--- src/rtl/vdc_vram_cpu_port_pkg.sv ---
// Shared constants, FSM state type and address-step decode for the VDC CPU/VRAM port.
package huc6270_pkg;

    localparam logic [4:0] REG_MAWR = 5'd0;
    localparam logic [4:0] REG_MARR = 5'd1;
    localparam logic [4:0] REG_VWR  = 5'd2;
    localparam logic [4:0] REG_CR   = 5'd5;

    typedef enum logic [1:0] {
        ST_IDLE,
        ST_WR_REQ,
        ST_RD_REQ,
        ST_RD_WAIT
    } state_e;

    // CR increment field: 1, 32, 64 or 128 words per access
    function automatic logic [15:0] inc_decode(input logic [1:0] sel);
        logic [15:0] step;
        case (sel)
            2'd0:    step = 16'd1;
            2'd1:    step = 16'd32;
            2'd2:    step = 16'd64;
            default: step = 16'd128;
        endcase
        return step;
    endfunction

endpackage

--- src/rtl/vdc_vram_cpu_port_if.sv ---
// CPU register bus, forwarded-register strobe and VRAM slot handshake of the VDC CPU port.
interface vdc_vram_cpu_port_if #(parameter int ADDR_W = 16);

    logic              cpu_cs;
    logic              cpu_wr;
    logic              cpu_rd;
    logic [1:0]        cpu_a;
    logic [7:0]        cpu_d_in;
    logic [7:0]        cpu_d_out;
    logic              busy;

    logic              oreg_we;
    logic [4:0]        oreg_num;
    logic              oreg_hi;
    logic [7:0]        oreg_data;

    logic              vram_req;
    logic              vram_gnt;
    logic [ADDR_W-1:0] vram_ma;
    logic              vram_re;
    logic              vram_we;
    logic [15:0]       vram_md_out;
    logic [15:0]       vram_md_in;

    modport slave (
        input  cpu_cs, cpu_wr, cpu_rd, cpu_a, cpu_d_in, vram_gnt, vram_md_in,
        output cpu_d_out, busy, oreg_we, oreg_num, oreg_hi, oreg_data,
               vram_req, vram_ma, vram_re, vram_we, vram_md_out
    );

    modport master (
        output cpu_cs, cpu_wr, cpu_rd, cpu_a, cpu_d_in, vram_gnt, vram_md_in,
        input  cpu_d_out, busy, oreg_we, oreg_num, oreg_hi, oreg_data,
               vram_req, vram_ma, vram_re, vram_we, vram_md_out
    );

endinterface

--- src/rtl/vdc_vram_cpu_port.sv ---
// HuC6270 CPU-side VRAM port: MAWR/MARR/VWR/VRR registers, auto-increment, read-ahead,
// and arbitrated word access to VRAM. Bytes for other registers are forwarded on oreg.
module vdc_vram_cpu_port
    import huc6270_pkg::*;
#(
    parameter int ADDR_W     = 16,
    parameter int VRAM_WORDS = 32768
) (
    input  logic                clock,
    input  logic                reset,
    vdc_vram_cpu_port_if.slave  bus
);

    localparam logic [ADDR_W:0] VRAM_LIM = VRAM_WORDS[ADDR_W:0];

    state_e            state_q, state_d;
    logic [4:0]        ar_q, ar_d;
    logic [ADDR_W-1:0] mawr_q, mawr_d;
    logic [ADDR_W-1:0] marr_q, marr_d;
    logic [15:0]       vwr_q, vwr_d;
    logic [15:0]       vrr_q, vrr_d;
    logic [1:0]        inc_sel_q, inc_sel_d;
    logic              oreg_we_q, oreg_we_d;
    logic              oreg_hi_q, oreg_hi_d;
    logic [7:0]        oreg_data_q, oreg_data_d;

    logic [ADDR_W-1:0] inc;
    logic              cpu_wr_s, cpu_rd_s, gnt_s, wr_in_range;

    assign inc         = ADDR_W'(inc_decode(inc_sel_q));
    assign cpu_wr_s    = bus.cpu_cs & bus.cpu_wr;
    assign cpu_rd_s    = bus.cpu_cs & bus.cpu_rd;
    assign gnt_s       = bus.vram_req & bus.vram_gnt;
    assign wr_in_range = ({1'b0, mawr_q} < VRAM_LIM);

    always_ff @(posedge clock) begin
        if (reset) begin
            state_q     <= ST_IDLE;
            ar_q        <= '0;
            mawr_q      <= '0;
            marr_q      <= '0;
            vwr_q       <= '0;
            vrr_q       <= '0;
            inc_sel_q   <= '0;
            oreg_we_q   <= 1'b0;
            oreg_hi_q   <= 1'b0;
            oreg_data_q <= '0;
        end else begin
            state_q     <= state_d;
            ar_q        <= ar_d;
            mawr_q      <= mawr_d;
            marr_q      <= marr_d;
            vwr_q       <= vwr_d;
            vrr_q       <= vrr_d;
            inc_sel_q   <= inc_sel_d;
            oreg_we_q   <= oreg_we_d;
            oreg_hi_q   <= oreg_hi_d;
            oreg_data_q <= oreg_data_d;
        end
    end

    always_comb begin
        state_d     = state_q;
        ar_d        = ar_q;
        mawr_d      = mawr_q;
        marr_d      = marr_q;
        vwr_d       = vwr_q;
        vrr_d       = vrr_q;
        inc_sel_d   = inc_sel_q;
        oreg_we_d   = 1'b0;
        oreg_hi_d   = oreg_hi_q;
        oreg_data_d = oreg_data_q;

        case (state_q)
            ST_IDLE: begin
                if (cpu_wr_s) begin
                    case (bus.cpu_a)
                        2'd0: ar_d = bus.cpu_d_in[4:0];
                        2'd2: begin
                            case (ar_q)
                                REG_MAWR: mawr_d[7:0] = bus.cpu_d_in;
                                REG_MARR: marr_d[7:0] = bus.cpu_d_in;
                                REG_VWR:  vwr_d[7:0]  = bus.cpu_d_in;
                                default: begin
                                    oreg_we_d   = 1'b1;
                                    oreg_hi_d   = 1'b0;
                                    oreg_data_d = bus.cpu_d_in;
                                end
                            endcase
                        end
                        2'd3: begin
                            case (ar_q)
                                REG_MAWR: mawr_d[ADDR_W-1:8] = bus.cpu_d_in;
                                REG_MARR: begin
                                    marr_d[ADDR_W-1:8] = bus.cpu_d_in;
                                    state_d            = ST_RD_REQ;
                                end
                                REG_VWR: begin
                                    vwr_d[15:8] = bus.cpu_d_in;
                                    state_d     = ST_WR_REQ;
                                end
                                default: begin
                                    // CR's increment field is mirrored here; the byte still goes to the register file
                                    if (ar_q == REG_CR)
                                        inc_sel_d = bus.cpu_d_in[4:3];
                                    oreg_we_d   = 1'b1;
                                    oreg_hi_d   = 1'b1;
                                    oreg_data_d = bus.cpu_d_in;
                                end
                            endcase
                        end
                        default: ;
                    endcase
                end else if (cpu_rd_s && bus.cpu_a == 2'd3) begin
                    // Read-ahead: consuming VRR high byte fetches the next word
                    marr_d  = marr_q + inc;
                    state_d = ST_RD_REQ;
                end
            end
            ST_WR_REQ: begin
                if (gnt_s) begin
                    mawr_d  = mawr_q + inc;
                    state_d = ST_IDLE;
                end
            end
            ST_RD_REQ: begin
                if (gnt_s)
                    state_d = ST_RD_WAIT;
            end
            ST_RD_WAIT: begin
                vrr_d   = bus.vram_md_in;
                state_d = ST_IDLE;
            end
            default: state_d = ST_IDLE;
        endcase
    end

    always_comb begin
        bus.cpu_d_out = 8'h00;
        case (bus.cpu_a)
            2'd2:    bus.cpu_d_out = vrr_q[7:0];
            2'd3:    bus.cpu_d_out = vrr_q[15:8];
            default: bus.cpu_d_out = 8'h00;
        endcase
    end

    assign bus.busy        = (state_q != ST_IDLE);
    assign bus.vram_req    = (state_q == ST_WR_REQ) || (state_q == ST_RD_REQ);
    assign bus.vram_ma     = (state_q == ST_WR_REQ) ? mawr_q :
                             (state_q == ST_RD_REQ) ? marr_q : '0;
    assign bus.vram_re     = gnt_s & (state_q == ST_RD_REQ);
    assign bus.vram_we     = gnt_s & (state_q == ST_WR_REQ) & wr_in_range;
    assign bus.vram_md_out = (state_q == ST_WR_REQ) ? vwr_q : 16'h0000;

    assign bus.oreg_we     = oreg_we_q;
    assign bus.oreg_num    = ar_q;
    assign bus.oreg_hi     = oreg_hi_q;
    assign bus.oreg_data   = oreg_data_q;

endmodule

--- src/flat_wrapper.sv ---
// flat-port wrapper written by rule: the top's interface ports become plain ports
module vdc_vram_cpu_port_flat import huc6270_pkg::*;
#(
    parameter int ADDR_W     = 16,
    parameter int VRAM_WORDS = 32768
)
  (clock, reset, bus_cpu_cs, bus_cpu_wr, bus_cpu_rd, bus_cpu_a, bus_cpu_d_in, bus_vram_gnt, bus_vram_md_in, bus_cpu_d_out, bus_busy, bus_oreg_we, bus_oreg_num, bus_oreg_hi, bus_oreg_data, bus_vram_req, bus_vram_ma, bus_vram_re, bus_vram_we, bus_vram_md_out);
  vdc_vram_cpu_port_if #(.ADDR_W(ADDR_W)) bus_i ();
  input  logic clock;
  input  logic reset;
  input wire logic [$bits(bus_i.cpu_cs)-1:0] bus_cpu_cs;
  input wire logic [$bits(bus_i.cpu_wr)-1:0] bus_cpu_wr;
  input wire logic [$bits(bus_i.cpu_rd)-1:0] bus_cpu_rd;
  input wire logic [$bits(bus_i.cpu_a)-1:0] bus_cpu_a;
  input wire logic [$bits(bus_i.cpu_d_in)-1:0] bus_cpu_d_in;
  input wire logic [$bits(bus_i.vram_gnt)-1:0] bus_vram_gnt;
  input wire logic [$bits(bus_i.vram_md_in)-1:0] bus_vram_md_in;
  output wire logic [$bits(bus_i.cpu_d_out)-1:0] bus_cpu_d_out;
  output wire logic [$bits(bus_i.busy)-1:0] bus_busy;
  output wire logic [$bits(bus_i.oreg_we)-1:0] bus_oreg_we;
  output wire logic [$bits(bus_i.oreg_num)-1:0] bus_oreg_num;
  output wire logic [$bits(bus_i.oreg_hi)-1:0] bus_oreg_hi;
  output wire logic [$bits(bus_i.oreg_data)-1:0] bus_oreg_data;
  output wire logic [$bits(bus_i.vram_req)-1:0] bus_vram_req;
  output wire logic [$bits(bus_i.vram_ma)-1:0] bus_vram_ma;
  output wire logic [$bits(bus_i.vram_re)-1:0] bus_vram_re;
  output wire logic [$bits(bus_i.vram_we)-1:0] bus_vram_we;
  output wire logic [$bits(bus_i.vram_md_out)-1:0] bus_vram_md_out;
  assign bus_i.cpu_cs = bus_cpu_cs;
  assign bus_i.cpu_wr = bus_cpu_wr;
  assign bus_i.cpu_rd = bus_cpu_rd;
  assign bus_i.cpu_a = bus_cpu_a;
  assign bus_i.cpu_d_in = bus_cpu_d_in;
  assign bus_i.vram_gnt = bus_vram_gnt;
  assign bus_i.vram_md_in = bus_vram_md_in;
  assign bus_cpu_d_out = bus_i.cpu_d_out;
  assign bus_busy = bus_i.busy;
  assign bus_oreg_we = bus_i.oreg_we;
  assign bus_oreg_num = bus_i.oreg_num;
  assign bus_oreg_hi = bus_i.oreg_hi;
  assign bus_oreg_data = bus_i.oreg_data;
  assign bus_vram_req = bus_i.vram_req;
  assign bus_vram_ma = bus_i.vram_ma;
  assign bus_vram_re = bus_i.vram_re;
  assign bus_vram_we = bus_i.vram_we;
  assign bus_vram_md_out = bus_i.vram_md_out;
  vdc_vram_cpu_port #(.ADDR_W(ADDR_W), .VRAM_WORDS(VRAM_WORDS)) u_core (.clock(clock), .reset(reset), .bus(bus_i));
endmodule
--- config.mk ---
export PLATFORM = sky130hd
export DESIGN_NAME = vdc_vram_cpu_port_flat
export DESIGN_NICKNAME = d
export VERILOG_FILES = /design/src/rtl/vdc_vram_cpu_port_pkg.sv /design/src/rtl/vdc_vram_cpu_port_if.sv /design/src/rtl/vdc_vram_cpu_port.sv /design/src/flat_wrapper.sv
export SDC_FILE = /design/constraint.sdc
export NUM_CORES = 1
export LEC_CHECK = 0
export ABC_AREA = 1
export BUFFER_PORTS_ARGS = -buffer_cell sky130_fd_sc_hd__buf_2
export CAP_MARGIN = 25
export CELL_PAD_IN_SITES_DETAIL_PLACEMENT = 1
export CELL_PAD_IN_SITES_GLOBAL_PLACEMENT = 2
export CORE_MARGIN = 1.5
export CORE_UTILIZATION = 30
export DETAILED_ROUTE_END_ITERATION = 6
export PLACE_DENSITY = 0.81
export SLEW_MARGIN = 25
export SYNTH_ARGS = -nofsm -noshare
export SYNTH_HDL_FRONTEND = slang
export SYNTH_SLANG_ARGS = --single-unit
--- constraint.sdc ---
create_clock -name clock -period 2.2 [get_ports clock]
set_input_delay 0.33 -clock clock [delete_from_list [all_inputs] [get_ports clock]]
set_output_delay 0.33 -clock clock [all_outputs]
set_load 0.05 [all_outputs]
==> results.md <==
- Status: finished clean
- Final Hold Fails: 0
- First-pass GRT wire length: 27400 um
- Power density cells: 943 mW/mm2
- Post-route antenna net violation count: 0
- VDD IR max: 0.460 mV
- Max cap viols: 0
- Seq cells post-synth: 83
- Layout cells sized above 1: 18.9%
- Final Slew Violations: 0
- CTS Sinks: 83
- Starting Density: 30.9%
- P_leak: ~2.9 nW
- Tot Pwr: 0.00554 W
- WL final: 16900 um
- Grt ovf: 0
- EDFF count, synth: 0
- R2r startpoint: u_core.state_q[0]
- HP Class: in -> reg
- Ports: 91
- Post-DP Area: 0.00543 mm2
- # nets final: 851
- Cell variety after synth: 38
- DP HPWL: 12600 um
- Vias in the first global route: 5157
- Async S/R FF share, synth: 0%
- Commonest non-fill, non-tap cell in the layout: nand2_1
- Clk root buf: clkbuf_16
- Port Buffers: 90
- Net count after synthesis: 768
- Worst path max stage delay: 0.36 ns
- Hold Slack: between 0.15 and 0.2 ns
- Slowest cell on crit path: dfxtp_1
- Total number of vias: between 5000 and 6000
- Critical Path RT: 1.87 ns
- Worst-Skew Late Latency: 0.35 ns
- RD Place Congestion: 0.854
- Syn Inst Count: 725
- Arrival @ worst endpoint: between 1.5 and 2 ns
- RSZ-0062 raised after global routing: true
- Drt first pass iters: 5
- Critical path startpoint: u_core.state_q[0]
- DRC Markers: 0
- Final Cycle Share: 97.8%
- Sequential cell area fraction in the yosys report: between 30% and 40%
- Synthesized area: 0.00472 mm2
- N_diodes: 0
- # setup viols final: 0
- CP endpoint kind: output pin
- Worst setup endpoint: bus_vram_ma[8]
- Vias per Instance: 4.97
- Largest net degree at the start of global routing: 48
- Wire per inst: 16.5 um
- CP startpoint kind: register
- Fill cells: approximately 2000
- Total die area: 0.0165 mm2
- Transition time at the pin with the least slew margin: ~0.53 ns
- CTS tree: done
- Post-CTS Repair Setup Buffers: 0
- Core area: ~0.015 mm2
- Clock skew: 0.00826 ns
- Kind of critical path: reg -> out
- DRT iter0 DRCs: 310
- Initial antenna violation count: 0
- GRT Total Usage: a little over a fifth
- Area Growth Syn to Fin: 24.5%
- Max clock buf depth: 2
- Mapped Avg Cell Area: 6.51 um2
- Post-route cell area: 0.00587 mm2
- Die W: 128 um
- CP dominant cell by count: inv_1
- R2R depth: 12
- Slew Limit Headroom: between 60 and 70%
- RR Endpoint: u_core.mawr_q[15]
- Critical path cell sequence: inv_1 > ha_1 > inv_1 > o31ai_2 > buf_4
- Core Rows: 45
- Ys flop type: dfxtp_1
- Max Clk Rate: ~460 MHz
- Crit path max fanout: 8
- CTS Buf Count: 9
- R2R Setup Slk: approximately 0.14 ns
- Most frequent cells in the layout: nand2_1 (137), inv_1 (88), o21ai_0 (88), nor2_1 (85), dfxtp_1 (81)
- YS warnings: 0
- Chip Height: about 130 um
- Clock H-tree levels: 3
- Fin crit period: 2.15 ns
- CTS clk-pin slew, worst paths: around 0.07 ns
-- how the worst min path moves through the flow --
| stage | cells past startpoint | endpoint | from | slack (ns) |
|---|---|---|---|---|
| after floorplan | 2 | u_core.bus.oreg_hi | bus_cpu_a[0] | 0.46 |
| after global placement | 2 | u_core.vrr_q[13] | u_core.vrr_q[13] | 0.48 |
| after detailed placement | 2 | u_core.vrr_q[13] | u_core.vrr_q[13] | 0.49 |
| after CTS | 3 | u_core.vrr_q[0] | bus_vram_md_in[0] | 0.19 |
| after global routing | 3 | u_core.vrr_q[9] | bus_vram_md_in[9] | 0.21 |
| final | 3 | u_core.vrr_q[0] | bus_vram_md_in[0] | 0.20 |
-- per-layer routing --
| layer | part of all wire (%) | global-route usage [%] |
|---|---|---|
| met4 | 0.92 | 4.69 |
| met3 | 5.8 | 5.36 |
| met5 | 0 | 0 |
| met2 | 46 | 34.2 |
| met1 | 48 | 29.1 |
-- power breakdown --
part / internal (W) / switching [W] / total [W] / leakage (nW)
Sequential: 0.00175 / 0.000243 / 0.00200 / 0.674
Combinational: 0.000582 / 0.00139 / 0.00197 / 2.09
Clock: 0.000891 / 0.000681 / 0.00157 / 0.140
Total: 0.00323 / 0.00231 / 0.00554 / 2.90
-- sequential cells by signal (all words and copies together) (netlist names) --
register              flops
u_core.vwr_q             16
u_core.bus.oreg_we        1
u_core.bus.oreg_data      8
u_core.bus.oreg_hi        1
u_core.inc_sel_q          2
u_core.marr_q            16
u_core.bus.oreg_num       5
u_core.mawr_q            16
u_core.vrr_q             16
u_core.state_q            2
-- timing repair --
| item | CTS | global route |
|---|---|---|
| cloned | 0 | 1 |
| hold buffers | 0 | 0 |
| gates resized for setup | 11 | 32 |
| endpoints found under the setup margin | 9 | 26 |
| pin swaps | 0 | 1 |
-- per-stage QoR --
stage	TNS, ns	utilization, %	setup WS [ns]	std cells
2_1_floorplan	-2.30	-	-0.369	725
3_3_place_gp	0	35.6	0.206	1007
3_5_place_dp	0	35.6	0.109	1007
4_1_cts	0	37.7	0.00349	1023
5_1_grt	-0.277	38.5	-0.0523	1024
6_report	0	38.5	0.0473	1024
-- critical path, delay by kind of cell, from the launching register on --
family | cells | cell delay [ns]
compound gates | 1 | 0.32
buf+inv | 3 | 0.60
fa+ha+maj | 1 | 0.19
flops | 1 | 0.36
-- area by class of cell --
class | count | area [um2] | area share, %
clock inverters | 6 | 71.3 | 1.21
clock buffers | 10 | 229 | 3.90
well taps | 211 | 264 | 4.49
inverters | 97 | 364 | 6.20
multi-input cells | 517 | 2650 | 45.1
flip-flops and latches | 83 | 1660 | 28.3
repair buffers | 100 | 631 | 10.7
-- cells in the mapped netlist, types with 2 or more instances --
library cell | instances | area share [%]
o21ai_1 | 2 | 0.21
a21oi_1 | 59 | 6.3
o21ai_2 | 2 | 0.37
a31oi_1 | 8 | 1.1
nand2_2 | 4 | 0.53
clkbuf_1 | 17 | 1.4
o21ai_0 | 92 | 9.8
buf_4 | 3 | 0.48
a22o_1 | 8 | 1.5
o31ai_1 | 5 | 0.80
inv_2 | 8 | 0.64
ha_1 | 11 | 2.9
nor4_1 | 2 | 0.27
nand2_1 | 139 | 11
nor2_4 | 2 | 0.48
nand4_1 | 7 | 0.93
nor3_1 | 5 | 0.53
dfxtp_1 | 83 | 35
inv_1 | 88 | 7.0
nand3_1 | 66 | 7.0
buf_2 | 4 | 0.42
a211oi_1 | 4 | 0.64
nor2_1 | 86 | 6.8
xnor2_1 | 3 | 0.56
nor3_2 | 2 | 0.42
buf_1 | 3 | 0.24
-- cell families (layout without fill, tap and decap cells) --
| kind of cell | Yosys count | in the layout | share of synthesized area [%] |
|---|---|---|---|
| compound gates | 187 | 187 | 22.0 |
| xor+xnor | 3 | 3 | 0.557 |
| flops | 83 | 83 | 35.2 |
| fa+ha+maj | 11 | 11 | 2.92 |
| simple gates | 316 | 316 | 28.9 |
| buf+inv | 125 | 213 | 10.4 |
No activity file was read; power rests on OpenSTA's default activity.
